--- src/rtl/pc_gen_if.sv ---
// Fetch-control bundle between the hazard/branch logic and the PC generator.
interface pc_gen_if #(
    parameter int unsigned XLEN = 32
);
    logic            start_i;
    logic            stall_i;
    logic            mem_stall_i;
    logic            pc_write_i;
    logic            exc_valid_i;
    logic [XLEN-1:0] exc_pc_i;
    logic            br_valid_i;
    logic [XLEN-1:0] br_pc_i;
    logic [XLEN-1:0] pc_o;
    logic            pc_valid_o;
    logic            redirect_o;
    logic            pending_o;
    logic            misalign_o;

    // Pipeline-control side: drives requests, observes the fetch PC.
    modport master (
        output start_i, stall_i, mem_stall_i, pc_write_i,
        output exc_valid_i, exc_pc_i, br_valid_i, br_pc_i,
        input  pc_o, pc_valid_o, redirect_o, pending_o, misalign_o
    );

    // PC generator side.
    modport slave (
        input  start_i, stall_i, mem_stall_i, pc_write_i,
        input  exc_valid_i, exc_pc_i, br_valid_i, br_pc_i,
        output pc_o, pc_valid_o, redirect_o, pending_o, misalign_o
    );
endinterface

--- src/rtl/pc_gen.sv ---
// Fetch-stage program counter with start/idle control, prioritised redirects
// and a one-entry buffer that holds a redirect raised while the PC is frozen.
module pc_gen #(
    parameter int unsigned          XLEN        = 32,
    parameter logic [XLEN-1:0]      RESET_PC    = '0,
    parameter int unsigned          INSTR_BYTES = 4
) (
    input  logic     clk_i,
    input  logic     rst_i,
    pc_gen_if.slave  bus
);
    // Mask form handles INSTR_BYTES == 1 (no alignment bits) without a zero-width slice.
    localparam logic [XLEN-1:0] ALIGN_MASK = XLEN'(INSTR_BYTES - 1);
    localparam logic [XLEN-1:0] PC_INC     = XLEN'(INSTR_BYTES);

    typedef enum logic {
        ST_IDLE = 1'b0,
        ST_RUN  = 1'b1
    } state_e;

    typedef struct packed {
        logic            valid;
        logic            is_exc;
        logic [XLEN-1:0] target;
    } pend_t;

    state_e          state_q, state_d;
    pend_t           pend_q, pend_d;
    logic [XLEN-1:0] pc_q, pc_d;
    logic            pc_valid_q, pc_valid_d;
    logic            redirect_q, redirect_d;
    logic            misalign_q, misalign_d;

    logic            adv;
    logic            redir_take;
    logic [XLEN-1:0] redir_tgt;

    assign adv = ~bus.stall_i & ~bus.mem_stall_i & bus.pc_write_i;

    // Redirect source in priority order: exception, branch, buffered entry.
    assign redir_take = bus.exc_valid_i | bus.br_valid_i | pend_q.valid;
    assign redir_tgt  = bus.exc_valid_i ? bus.exc_pc_i :
                        bus.br_valid_i  ? bus.br_pc_i  : pend_q.target;

    // State register.
    always_ff @(posedge clk_i or posedge rst_i) begin
        if (rst_i) begin
            state_q <= ST_IDLE;
        end else begin
            state_q <= state_d;
        end
    end

    // Next state: start leaves idle at once; stop waits for an advancing edge.
    always_comb begin
        state_d = state_q;
        case (state_q)
            ST_IDLE: if (bus.start_i)           state_d = ST_RUN;
            ST_RUN:  if (adv && !bus.start_i)   state_d = ST_IDLE;
            default:                            state_d = ST_IDLE;
        endcase
    end

    // Next values for the PC, status pulses and the pending buffer.
    always_comb begin
        pc_d       = pc_q;
        pc_valid_d = pc_valid_q;
        redirect_d = 1'b0;
        misalign_d = 1'b0;
        pend_d     = pend_q;
        case (state_q)
            ST_IDLE: begin
                pc_d       = RESET_PC;
                pc_valid_d = bus.start_i;
                pend_d     = '0;
            end
            ST_RUN: begin
                pc_valid_d = 1'b1;
                if (adv) begin
                    if (!bus.start_i) begin
                        pc_d       = RESET_PC;
                        pc_valid_d = 1'b0;
                        pend_d     = '0;
                    end else if (redir_take) begin
                        pc_d       = redir_tgt & ~ALIGN_MASK;
                        redirect_d = 1'b1;
                        misalign_d = |(redir_tgt & ALIGN_MASK);
                        pend_d     = '0;
                    end else begin
                        pc_d = pc_q + PC_INC;
                    end
                end else if (bus.exc_valid_i) begin
                    pend_d.valid  = 1'b1;
                    pend_d.is_exc = 1'b1;
                    pend_d.target = bus.exc_pc_i;
                end else if (bus.br_valid_i && !(pend_q.valid && pend_q.is_exc)) begin
                    pend_d.valid  = 1'b1;
                    pend_d.is_exc = 1'b0;
                    pend_d.target = bus.br_pc_i;
                end
            end
            default: begin
                pc_d       = RESET_PC;
                pc_valid_d = 1'b0;
                pend_d     = '0;
            end
        endcase
    end

    // Datapath and status registers.
    always_ff @(posedge clk_i or posedge rst_i) begin
        if (rst_i) begin
            pc_q       <= RESET_PC;
            pc_valid_q <= 1'b0;
            redirect_q <= 1'b0;
            misalign_q <= 1'b0;
            pend_q     <= '0;
        end else begin
            pc_q       <= pc_d;
            pc_valid_q <= pc_valid_d;
            redirect_q <= redirect_d;
            misalign_q <= misalign_d;
            pend_q     <= pend_d;
        end
    end

    assign bus.pc_o       = pc_q;
    assign bus.pc_valid_o = pc_valid_q;
    assign bus.redirect_o = redirect_q;
    assign bus.pending_o  = pend_q.valid;
    assign bus.misalign_o = misalign_q;

endmodule

--- src/flat_wrapper.sv ---
// flat-port wrapper written by rule: the top's interface ports become plain ports
module pc_gen_flat 
#(
    parameter int unsigned          XLEN        = 32,
    parameter logic [XLEN-1:0]      RESET_PC    = '0,
    parameter int unsigned          INSTR_BYTES = 4
)
  (clk_i, rst_i, bus_start_i, bus_stall_i, bus_mem_stall_i, bus_pc_write_i, bus_exc_valid_i, bus_exc_pc_i, bus_br_valid_i, bus_br_pc_i, bus_pc_o, bus_pc_valid_o, bus_redirect_o, bus_pending_o, bus_misalign_o);
  pc_gen_if #(.XLEN(XLEN)) bus_i ();
  input  logic clk_i;
  input  logic rst_i;
  input wire logic [$bits(bus_i.start_i)-1:0] bus_start_i;
  input wire logic [$bits(bus_i.stall_i)-1:0] bus_stall_i;
  input wire logic [$bits(bus_i.mem_stall_i)-1:0] bus_mem_stall_i;
  input wire logic [$bits(bus_i.pc_write_i)-1:0] bus_pc_write_i;
  input wire logic [$bits(bus_i.exc_valid_i)-1:0] bus_exc_valid_i;
  input wire logic [$bits(bus_i.exc_pc_i)-1:0] bus_exc_pc_i;
  input wire logic [$bits(bus_i.br_valid_i)-1:0] bus_br_valid_i;
  input wire logic [$bits(bus_i.br_pc_i)-1:0] bus_br_pc_i;
  output wire logic [$bits(bus_i.pc_o)-1:0] bus_pc_o;
  output wire logic [$bits(bus_i.pc_valid_o)-1:0] bus_pc_valid_o;
  output wire logic [$bits(bus_i.redirect_o)-1:0] bus_redirect_o;
  output wire logic [$bits(bus_i.pending_o)-1:0] bus_pending_o;
  output wire logic [$bits(bus_i.misalign_o)-1:0] bus_misalign_o;
  assign bus_i.start_i = bus_start_i;
  assign bus_i.stall_i = bus_stall_i;
  assign bus_i.mem_stall_i = bus_mem_stall_i;
  assign bus_i.pc_write_i = bus_pc_write_i;
  assign bus_i.exc_valid_i = bus_exc_valid_i;
  assign bus_i.exc_pc_i = bus_exc_pc_i;
  assign bus_i.br_valid_i = bus_br_valid_i;
  assign bus_i.br_pc_i = bus_br_pc_i;
  assign bus_pc_o = bus_i.pc_o;
  assign bus_pc_valid_o = bus_i.pc_valid_o;
  assign bus_redirect_o = bus_i.redirect_o;
  assign bus_pending_o = bus_i.pending_o;
  assign bus_misalign_o = bus_i.misalign_o;
  pc_gen #(.XLEN(XLEN), .RESET_PC(RESET_PC), .INSTR_BYTES(INSTR_BYTES)) u_core (.clk_i(clk_i), .rst_i(rst_i), .bus(bus_i));
endmodule
--- config.mk ---
export PLATFORM = sky130hd
export DESIGN_NAME = pc_gen_flat
export DESIGN_NICKNAME = d
export VERILOG_FILES = /design/src/rtl/pc_gen_if.sv /design/src/rtl/pc_gen.sv /design/src/flat_wrapper.sv
export SDC_FILE = /design/constraint.sdc
export NUM_CORES = 1
export LEC_CHECK = 0
export BUFFER_PORTS_ARGS = -buffer_cell sky130_fd_sc_hd__buf_2
export CAP_MARGIN = 20
export CORE_ASPECT_RATIO = 1.1
export CORE_MARGIN = 5
export CORE_UTILIZATION = 30
export CTS_CLUSTER_SIZE = 16
export DETAILED_ROUTE_END_ITERATION = 8
export MAX_ROUTING_LAYER = met4
export SKIP_CTS_REPAIR_TIMING = 1
export SYNTH_ARGS = -nofsm -noshare
export SYNTH_HDL_FRONTEND = slang
export SYNTH_SLANG_ARGS = --single-unit
export TNS_END_PERCENT = 20
--- constraint.sdc ---
create_clock -name clk_i -period 4.3 [get_ports clk_i]
set_clock_uncertainty 0.1 [all_clocks]
set_input_delay 0.215 -clock clk_i [delete_from_list [all_inputs] [get_ports clk_i]]
set_output_delay 0.215 -clock clk_i [all_outputs]
set_load 0.02 [all_outputs]
==> results.toml, run 1 <==
[floorplanning]
rows = 45
die_x_um = 124
start_util_pct = 30.7
placeableCoreArea_um2 = 13900
dieHeight_um = 135
boundaryPins = 108
dieArea_um2 = 16700

[logic_synthesis]
synth_simple_gate_area_share_pct = 18.4
synth-seq-cells = 67
synth_xor_xnor_area_share_pct = 0.820
avgSynthCellArea_um2 = 8.98
synth_commonest_cells = "67 x sky130_fd_sc_hd__dfrtp_1, 54 x sky130_fd_sc_hd__o21ai_0, 51 x sky130_fd_sc_hd__nand2_1, 42 x sky130_fd_sc_hd__mux2i_1, 33 x sky130_fd_sc_hd__o2bb2ai_1"
yosysUniqueCellTypes = 52
synth-compound-area-share_pct = 26.5
synth.mux.area_fraction_pct = 9.84
ys_dominant_reg_cell = "sky130_fd_sc_hd__dfrtp_1"
synth_adder_area_share_pct = 0.293
synth_cells = 476
top_post_synthesis_cells_by_area = "sky130_fd_sc_hd__dfrtp_1 39%, sky130_fd_sc_hd__mux2i_1 9.8%, sky130_fd_sc_hd__o2bb2ai_1 6.8%, sky130_fd_sc_hd__o21ai_0 6.3%, sky130_fd_sc_hd__nand2_1 4.5%"
largest_family_of_logic_cells_by_synthesized_area = "compound AO/OA/AOI/OAI gates"
synthDominantAreaCellType = "sky130_fd_sc_hd__dfrtp_1"
synth_top_cell_area_share_pct = 39.2
async_flop_share_pct = 100
syn_area_um2 = 4270
sequential_fraction_of_the_synthesis_area_pct = 39.2
yosys_warning_count = 0
synth_enable_flop_cells = 0
library_cell_with_the_highest_instance_count_after_synthesis = "sky130_fd_sc_hd__dfrtp_1"

[setup_path]
number_of_buffer_and_inverter_stages_on_the_critical_path = 0
crit_path_max_fanout = 34
cpLargestDelayFamily = "simple AND/OR/NAND/NOR gates"
timing.critical_path.slowest_cell_delay_ns = 0.76
type_of_the_worst_setup_path = "flop to flop"
setup.reg_to_reg.worst_slack_ns = 1.74
worst-endpoint-arrival_ns = 2.67
timing.reg2reg.worst_path_depth = 5
rr_endpoint = "u_core.bus.pc_o[20]"
critical-path-slowest-cell = "sky130_fd_sc_hd__nand4_2"
worstSetupEndpointType = "flop"
critical_path.startpoint_type = "flop"
critPathRequiredTime_ns = 4.41
critical_path.cell_chain = "nor3_4 -> nand4_2 -> a41oi_1 -> o21ai_1 -> o311ai_1"
worst_r2r_startpoint = "u_core.bus.pending_o"

[route]
postRouteAntennaNets = 0
drt-initial-drc-count = 242
wl_um = 13600
wl_per_cell_um = 18.2
dr_total_vias = 4076
firstDrtPassIters = 5
avgViaCountPerCell = 5.43
remaining_drc_errors = 0

[placed_design]
post_dp_cell_area_um2 = 4890
dp.final_hpwl_um = 9830
placement.io_buffers = 105
gp_routability_congestion = 0.883
dpl.cell_count = 733
detailedPlace.worstSlack_ns = 1.63

[timing]
unrepaired_setup_endpoints_after_global_routing = "no"
hold_ws_ns = 0.0390
setup-violations-final = 0
max_freq_mhz = 391
setup_slack_ns = 1.74
number_of_hold_slack_violations_in_the_final_timing_report = 0
tightestPinTransition_ns = 1.04
layout_worst_path_cycle_share_pct = 59.5
post_layout_minimum_cycle_time_ns = 2.56
slew_viol_final = 0
tns_ns = 0
worst_slew_margin_rel_pct = 30.4

[cts]
clkSlewWorstSetupHoldPaths_ns = 0.05
tritoncts = "done"
cts_max_path_buffers = 2
tritoncts.num_buffers = 9
cts_htree_levels = 3
clk_root_buffer_cell = "sky130_fd_sc_hd__clkbuf_16"
clkLatencyLatePin_ns = 0.33
tritoncts_num_sinks = 67

[flow_run]
cap_viol_max_count = 0

[power_and_ir_drop]
netSwitchingFraction_pct = 30.1
irDropWorstVdd_v = 0.000183
clock_power_share_pct = 38.9
power_density_nw_per_um2 = 365
total_power_mw = 1.90
p_sw_uw = 574
sequential_power_share_pct = 41.7
combPwrFrac_pct = 19.4
intPower_mw = 1.33
power.static_leakage_nw = 2.41

[global_route]
antenna_found_initial = 0
number_of_global_route_vias_before_repair = 3998
wire_length_of_the_first_global_routing_pass_um = 21700
globalRoute.totalOverflow = 0
grt_util_all_layers_pct = 16.9
maximum_number_of_pins_on_one_net_before_global_route_repair = 100

[cells_and_area]
post-route-util_pct = 37.5
finalNetCount = 631
antenna_cells_inserted = 0
fillCellCount = 1417
stdcell_count = 750
design_area_um2 = 5220
area_growth_pct = 22.0
drive_gt1_share_pct = 24.4

[worst_hold_path]
holdPathEnd = "u_core.bus.pc_valid_o"
min-delay-path-class = "input port to flop"
min_delay_path_depth = 2
hold_path_startpoint = "bus_start_i"

[run_status]
outcome = "finished, final reports clean"
[cells in the final DEF (no fill, tap or decap), types with 2 or more instances in the layout]
master | netlist | layout
sky130_fd_sc_hd__buf_2 | 19 | 104
sky130_fd_sc_hd__dfrtp_1 | 67 | 67
sky130_fd_sc_hd__o21ai_0 | 54 | 54
sky130_fd_sc_hd__nand2_1 | 51 | 51
sky130_fd_sc_hd__mux2i_1 | 42 | 42
sky130_fd_sc_hd__o2bb2ai_1 | 33 | 33
sky130_fd_sc_hd__nor2_1 | 25 | 25
sky130_fd_sc_hd__a21oi_1 | 24 | 24
sky130_fd_sc_hd__a22oi_1 | 17 | 17
sky130_fd_sc_hd__nand3_1 | 12 | 12
sky130_fd_sc_hd__o21ai_1 | 10 | 9
sky130_fd_sc_hd__clkbuf_16 | 0 | 9
sky130_fd_sc_hd__and3_1 | 7 | 7
sky130_fd_sc_hd__nand4_1 | 7 | 7
sky130_fd_sc_hd__a31oi_1 | 7 | 7
sky130_fd_sc_hd__nor3_1 | 6 | 6
sky130_fd_sc_hd__buf_4 | 2 | 6
sky130_fd_sc_hd__nand3b_1 | 5 | 5
sky130_fd_sc_hd__nor2b_1 | 4 | 4
sky130_fd_sc_hd__a32oi_1 | 4 | 4
sky130_fd_sc_hd__a221oi_1 | 4 | 4
sky130_fd_sc_hd__nor3b_1 | 4 | 4
sky130_fd_sc_hd__a41oi_1 | 4 | 4
sky130_fd_sc_hd__xor2_1 | 4 | 4
sky130_fd_sc_hd__o311ai_1 | 4 | 4
sky130_fd_sc_hd__and4_1 | 4 | 4
sky130_fd_sc_hd__nand2b_1 | 3 | 3
sky130_fd_sc_hd__inv_1 | 4 | 3
sky130_fd_sc_hd__nor4_1 | 3 | 3
sky130_fd_sc_hd__o22ai_1 | 2 | 2
sky130_fd_sc_hd__a22o_1 | 2 | 2
sky130_fd_sc_hd__nor4_4 | 2 | 2
sky130_fd_sc_hd__and2_1 | 2 | 2
sky130_fd_sc_hd__conb_1 | 1 | 2
sky130_fd_sc_hd__clkbuf_8 | 0 | 2
sky130_fd_sc_hd__clkbuf_1 | 16 | 2
[worst register-to-register path, stage by stage (launching register included)]
cell and delay [ns]:
sky130_fd_sc_hd__dfrtp_1 0.58, sky130_fd_sc_hd__nor3_4 0.34, sky130_fd_sc_hd__nand4_2 0.76, sky130_fd_sc_hd__a41oi_1 0.48, sky130_fd_sc_hd__o21ai_1 0.10, sky130_fd_sc_hd__o311ai_1 0.09
[metal layers]
metal  vias up  global-route usage, %  part of all wire (%)
li1       1952                      -                     -
met1      1950                   23.8                    47
met2       153                   24.5                    45
met3        21                   2.59                   6.0
met4         0                   5.66                   2.2
met5         -                      -                     0
[how the worst max path moves through the flow]
stage	start	to	depth (start not counted)
final	u_core.bus.pending_o	u_core.bus.pc_o[20]	5
after global routing	u_core.bus.pending_o	u_core.bus.pc_o[20]	5
after CTS	u_core.bus.pending_o	u_core.bus.pc_o[20]	5
after detailed placement	bus_br_valid_i	u_core.bus.pc_o[20]	6
after global placement	bus_br_valid_i	u_core.bus.pc_o[20]	6
after floorplan	u_core.bus.pc_o[2]	u_core.bus.pc_o[24]	6
[layout make-up]
type                       instances  area (um2)  area share (%)
multi-input combinational        364        2400            46.0
sequential                        67        1680            32.1
timing repair buffer             112         596            11.4
clock buffer                      13         260            4.99
tap                              188         235            4.51
clock inverter                     2        35.0           0.672
inverter                           4        15.0           0.288
[registers in the layout, indices dropped and copies added (netlist names)]
register and cells:
u_core.bus.pending_o 1, u_core.bus.pc_valid_o 1, u_core.bus.redirect_o 1, u_core.bus.pc_o 30, u_core.pend_q 33, u_core.bus.misalign_o 1
[cell families after synthesis]
group,count (synthesis)
and+or+nand+nor,144
other,1
buffers and inverters,46
DFF,67
muxes,42
xor gates and xnor gates,4
adders and majority gates,1
AOI/OAI and AO/OA,171
[power by group through the flow]
stage	clock network (mW)	registers, mW	logic [mW]
after floorplan	0	0.805	0.220
after global placement	0	0.798	0.364
after detailed placement	0	0.801	0.370
after CTS	0.755	0.791	0.371
after global routing	0.784	0.806	0.411
final	0.740	0.794	0.370
Power figures use the tool's default switching activity.
==> run 2: changes to the inputs <==
==> constraint.sdc (replaced) <==
create_clock -name clk_i -period 2.2 [get_ports clk_i]
set_clock_uncertainty 0.1 [all_clocks]
set_input_delay 0.11 -clock clk_i [delete_from_list [all_inputs] [get_ports clk_i]]
set_output_delay 0.11 -clock clk_i [all_outputs]
set_load 0.02 [all_outputs]
==> run 2 against run 1 <==
- the flow now finishes with violations (hold timing)
- hold slack worse by 0.071 ns
- non-clock buffer count rose by 34
- total power is 100% higher
- highest routed layer unchanged
- critical path depth is 1 higher
- clock power is 96% higher
- setup slack got worse by 1.6 ns
- routed wire length rose by 4.4%
- core utilization grew 2.4 points
- via count up 4.6%
- sequential cell count unchanged
- sequential power up 91%
- global-route usage increased by 0.59 points
==> results.toml, run 2 (synthesis gave the netlist of run 1 again) <==
[setup_path]
worstSetupEndpoint = "u_core.bus.pc_o[24]"
rr_endpoint = "u_core.bus.pc_o[24]"
type_of_the_worst_setup_path = "flop to flop"
crit_path_max_fanout = 9
timing.reg2reg.worst_path_depth = 6
crit_path_start = "u_core.bus.pc_o[2]"
critical_path.startpoint_type = "flop"
critical_path.cell_chain = "ha_1 -> nand3_2 -> nor4_4 -> and4_1 -> o21ai_1 -> o2bb2ai_1"
worst_r2r_startpoint = "u_core.bus.pc_o[2]"
worstSetupEndpointType = "flop"
timing.critical_path.slowest_cell_delay_ns = 0.56
setup.reg_to_reg.worst_slack_ns = 0.19
critPathRequiredTime_ns = 2.32
critical-path-slowest-cell = "sky130_fd_sc_hd__nor4_4"
worst-endpoint-arrival_ns = 2.13

[global_route]
maximum_number_of_pins_on_one_net_before_global_route_repair = 68
number_of_global_route_vias_before_repair = 4074
globalRoute.totalOverflow = 0
antenna_found_initial = 0
wire_length_of_the_first_global_routing_pass_um = 22200
grt_util_all_layers_pct = 17.5

[timing]
layout_worst_path_cycle_share_pct = 91.5
setup-violations-final = 0
slew_viol_final = 0
worst_slew_margin_rel_pct = 63.9
max_freq_mhz = 497
hold_ws_ns = -0.0317
setup_slack_ns = 0.187
tightestPinTransition_ns = 0.536
tns_ns = 0
unrepaired_setup_endpoints_after_global_routing = "no"
post_layout_minimum_cycle_time_ns = 2.01
number_of_hold_slack_violations_in_the_final_timing_report = 17

[floorplanning]
placeableCoreArea_um2 = 13900
boundaryPins = 108
die_x_um = 124
start_util_pct = 30.7
rows = 45
dieArea_um2 = 16700
dieHeight_um = 135

[cts]
clk_root_buffer_cell = "sky130_fd_sc_hd__clkbuf_16"
tritoncts.num_buffers = 9
cts_max_path_buffers = 2
tritoncts = "done"
tritoncts_num_sinks = 67
clkSlewWorstSetupHoldPaths_ns = 0.06
cts_htree_levels = 3
clkLatencyLatePin_ns = 0.33

[cells_and_area]
finalNetCount = 665
regMostFlops = "u_core.pend_q"
final_common_cell = "sky130_fd_sc_hd__buf_2"
final_cell_mix = "104 x sky130_fd_sc_hd__buf_2, 67 x sky130_fd_sc_hd__dfrtp_1, 54 x sky130_fd_sc_hd__o21ai_0"
number_of_flip_flops_in_the_largest_register = 33
drive_gt1_share_pct = 26.1
fillCellCount = 1391
multi_input_area_um2 = 2400
post-route-util_pct = 39.9
layout.area.seq_um2 = 1680
antenna_cells_inserted = 0
area_growth_pct = 29.8

[placed_design]
gp_routability_congestion = 0.873
detailedPlace.worstSlack_ns = 0.209
dp.final_hpwl_um = 10200
placement.io_buffers = 105

[route]
postRouteAntennaNets = 0
dr_total_vias = 4263
avgViaCountPerCell = 5.43
remaining_drc_errors = 0
wl_um = 14200
wl_per_cell_um = 18.1
drt-initial-drc-count = 356
firstDrtPassIters = 8

[run_status]
violations = "hold timing"
outcome = "complete, but fails checks"

[power_and_ir_drop]
irDropWorstVdd_v = 0.000353
power.static_leakage_nw = 2.57
power_density_nw_per_um2 = 687

[flow_run]
cap_viol_max_count = 0

[worst_hold_path]
min-delay-path-class = "input port to flop"
min_delay_path_depth = 3
==> run 2: final cells by class <==
class	instances	share of cell area [%]
Sequential cell	67	30.2
Clock inverter	3	0.361
Timing Repair Buffer	146	16.6
Multi-Input combinational cell	364	43.2
Clock buffer	13	5.05
Tap cell	188	4.24
Inverter	4	0.271
==> run 2: worst min path at each step <==
stage / start / endpoint / slack, ns
after floorplan: bus_start_i / u_core.bus.pc_valid_o / 0.12
after global placement: rst_i / u_core.bus.pc_o[10] / 0.12
after detailed placement: rst_i / u_core.bus.pc_o[9] / 0.13
after CTS: rst_i / u_core.bus.pc_o[9] / -0.23
after global routing: bus_exc_pc_i[4] / u_core.pend_q[4] / -0.005
final: bus_br_pc_i[12] / u_core.pend_q[12] / -0.03
==> run 2: where the power goes <==
group	switching, mW	total, mW	internal, mW
clock	0.563	1.45	0.885
combinational	0.495	0.842	0.347
sequential	0.136	1.52	1.38
total	1.19	3.81	2.61
==> run 2: worst max-delay path, delay by kind of cell (launching register included) <==
| kind | cells | cell delay (ns) |
|---|---|---|
| AND/OR/NAND/NOR | 3 | 1.03 |
| adder cells (fa/ha/maj) | 1 | 0.20 |
| AO/OA/AOI/OAI | 2 | 0.20 |
| flip-flops | 1 | 0.35 |
==> run 2: metrics by stage <==
stage / area, um2 / hold WS [ns] / cells / total power [mW]
4_1_cts: 5360 / -0.234 / 766 / 3.80
2_1_floorplan: 4280 / 0.118 / 477 / 2.00
3_5_place_dp: 5060 / 0.128 / 750 / 2.35
6_report: 5550 / -0.0317 / 785 / 3.81
3_3_place_gp: 5060 / 0.124 / 750 / 2.32
5_1_grt: 5550 / -0.00456 / 785 / 3.97
==> run 2: routing by layer <==
layer | global-route usage [%] | wire length, um | share of wire [%]
met1 | 23.8 | 6400 | 45
met2 | 25.5 | 6630 | 47
met3 | 2.76 | 855 | 6.0
met4 | 7.69 | 367 | 2.6
met5 | - | 0 | 0
==> run 3: changes to the inputs <==
==> constraint.sdc (replaced) <==
create_clock -name clk_i -period 2.25 [get_ports clk_i]
set_clock_uncertainty 0.1 [all_clocks]
set_input_delay 0.1125 -clock clk_i [delete_from_list [all_inputs] [get_ports clk_i]]
set_output_delay 0.1125 -clock clk_i [all_outputs]
set_load 0.02 [all_outputs]
==> run 3 against run 2 <==
- the flow still finishes with violations (hold timing)
- cell count is 1.1% lower
- sequential share of layout area increased by 0.65 points
- routed wire length is 1.6% lower
- die area did not move
- sequential power about the same
- total power shrank 7.2%
- combinational power decreased by 7.5%
- core utilization shrank 0.85 points
- critical path type unchanged
==> results.toml, run 3 (synthesis gave the netlist of run 1 again) <==
[power_and_ir_drop]
total_power_mw = 3.53
sequential_power_share_pct = 42.3
combPwrFrac_pct = 22.0
power_density_nw_per_um2 = 651
p_sw_mw = 1.10
clock_power_share_pct = 35.6
netSwitchingFraction_pct = 31.3
intPower_mw = 2.43
power.static_leakage_nw = 2.52
irDropWorstVdd_v = 0.000259

[cts]
tritoncts = "done"
cts_max_path_buffers = 2
tritoncts.num_buffers = 9
clkLatencyLatePin_ns = 0.33
tritoncts_num_sinks = 67
cts_htree_levels = 3
clkSlewWorstSetupHoldPaths_ns = 0.05
clk_root_buffer_cell = "sky130_fd_sc_hd__clkbuf_16"

[placed_design]
detailedPlace.worstSlack_ns = 0.209
dp.final_hpwl_um = 10100
dpl.cell_count = 753
placement.io_buffers = 105
post_dp_cell_area_um2 = 5080
gp_routability_congestion = 0.905

[setup_path]
timing.critical_path.slowest_cell_delay_ns = 0.60
critical-path-slowest-cell = "sky130_fd_sc_hd__nor4_4"
cpLargestDelayFamily = "simple AND/OR/NAND/NOR gates"
critPathRequiredTime_ns = 2.37
crit_path_max_fanout = 9
worst-endpoint-arrival_ns = 2.22
critical_path.cell_chain = "ha_1 -> nand3_2 -> nor4_4 -> and4_1 -> o21ai_1 -> o2bb2ai_1"
number_of_buffer_and_inverter_stages_on_the_critical_path = 0
worst-path-stages = 6
critical_path.startpoint_type = "flop"
worstSetupEndpointType = "flop"
setup.reg_to_reg.worst_slack_ns = 0.15
type_of_the_worst_setup_path = "flop to flop"
timing.reg2reg.worst_path_depth = 6

[route]
avgViaCountPerCell = 5.44
wl_um = 14000
m1WireLength_um = 6400
wl_per_cell_um = 18.1
firstDrtPassIters = 5
detailroute.wirelength.met3_um = 830
dr_total_vias = 4218
drt-initial-drc-count = 289
top_layer = "met4"
postRouteAntennaNets = 0
remaining_drc_errors = 0
wl_met2_um = 6460

[cells_and_area]
post-route-util_pct = 39.0
multi_input_area_um2 = 2400
number_of_flip_flops_in_the_largest_register = 33
drive_gt1_share_pct = 26.0
antenna_cells_inserted = 0
layout.area.seq_um2 = 1680
final_cell_mix = "104 x sky130_fd_sc_hd__buf_2, 67 x sky130_fd_sc_hd__dfrtp_1, 54 x sky130_fd_sc_hd__o21ai_0"
finalNetCount = 659
fillCellCount = 1392
design_area_um2 = 5430
area_growth_pct = 27.0
final_common_cell = "sky130_fd_sc_hd__buf_2"
regMostFlops = "u_core.pend_q"
stdcell_count = 776

[floorplanning]
die_x_um = 124
boundaryPins = 108
rows = 45
dieHeight_um = 135
placeableCoreArea_um2 = 13900
start_util_pct = 30.7
dieArea_um2 = 16700

[timing]
tns_ns = 0
setup_slack_ns = 0.146
hold_ws_ns = -0.0267
slew_viol_final = 0
layout_worst_path_cycle_share_pct = 93.5
tightestPinTransition_ns = 0.681
max_freq_mhz = 475
post_layout_minimum_cycle_time_ns = 2.10
setup-violations-final = 0
number_of_hold_slack_violations_in_the_final_timing_report = 16
unrepaired_setup_endpoints_after_global_routing = "no"
worst_slew_margin_rel_pct = 54.6

[flow_run]
cap_viol_max_count = 0

[global_route]
maximum_number_of_pins_on_one_net_before_global_route_repair = 74
grt_util_all_layers_pct = 17.3
number_of_global_route_vias_before_repair = 4018
wire_length_of_the_first_global_routing_pass_um = 21800
globalRoute.totalOverflow = 0
antenna_found_initial = 0

[run_status]
violations = "hold timing"
outcome = "complete, but fails checks"

[worst_hold_path]
min-delay-path-class = "input port to flop"
min_delay_path_depth = 3
-- run 3: changes by cell type in the layout (fill, tap and decap cells not counted) --
cell                            previous run  this run
sky130_fd_sc_hd__dlygate4sd3_1            19        10
sky130_fd_sc_hd__clkinvlp_4                2         0
sky130_fd_sc_hd__clkinv_2                  1         0
sky130_fd_sc_hd__buf_4                    20        23
sky130_fd_sc_hd__clkbuf_1                  0         3
sky130_fd_sc_hd__clkbuf_8                  4         1
-- run 3: worst paths after layout --
check                                 endpoint          startpoint
max                        u_core.bus.pc_o[24]  u_core.bus.pc_o[2]
min                           u_core.pend_q[5]      bus_br_pc_i[5]
max reg2reg                u_core.bus.pc_o[24]  u_core.bus.pc_o[2]
min reg2reg                   u_core.pend_q[6]    u_core.pend_q[6]
max in group asynchronous    u_core.pend_q[15]               rst_i
min in group asynchronous   u_core.bus.pc_o[9]               rst_i
-- run 3: power groups by stage --
stage                     Sequential, mW  Combinational, mW  Clock [mW]
final                               1.50              0.779        1.26
after global placement              1.50              0.755           0
after detailed placement            1.51              0.768           0
after CTS                           1.49              0.770        1.28
after floorplan                     1.54              0.420           0
after global routing                1.52              0.863        1.33
-- run 3: metal layers --
| layer | track usage, % | vias up |
|---|---|---|
| met3 | 3.55 | 29 |
| met4 | 5.60 | 0 |
| met5 | - | - |
| met2 | 25.2 | 149 |
| met1 | 24.0 | 2030 |
| li1 | - | 2010 |
-- run 3: worst min-delay path: cells and delay by family --
kind            cells  cell delay (ns)
buf+inv             1             0.09
compound gates      1             0.11
mux                 1             0.05
-- run 3: area by class of cell --
type                    count  area share, %
clock buffers              13           4.61
inverters                   4          0.277
multi-input cells         364           44.2
repair buffers            140           15.7
flip-flops and latches     67           30.9
well taps                 188           4.33
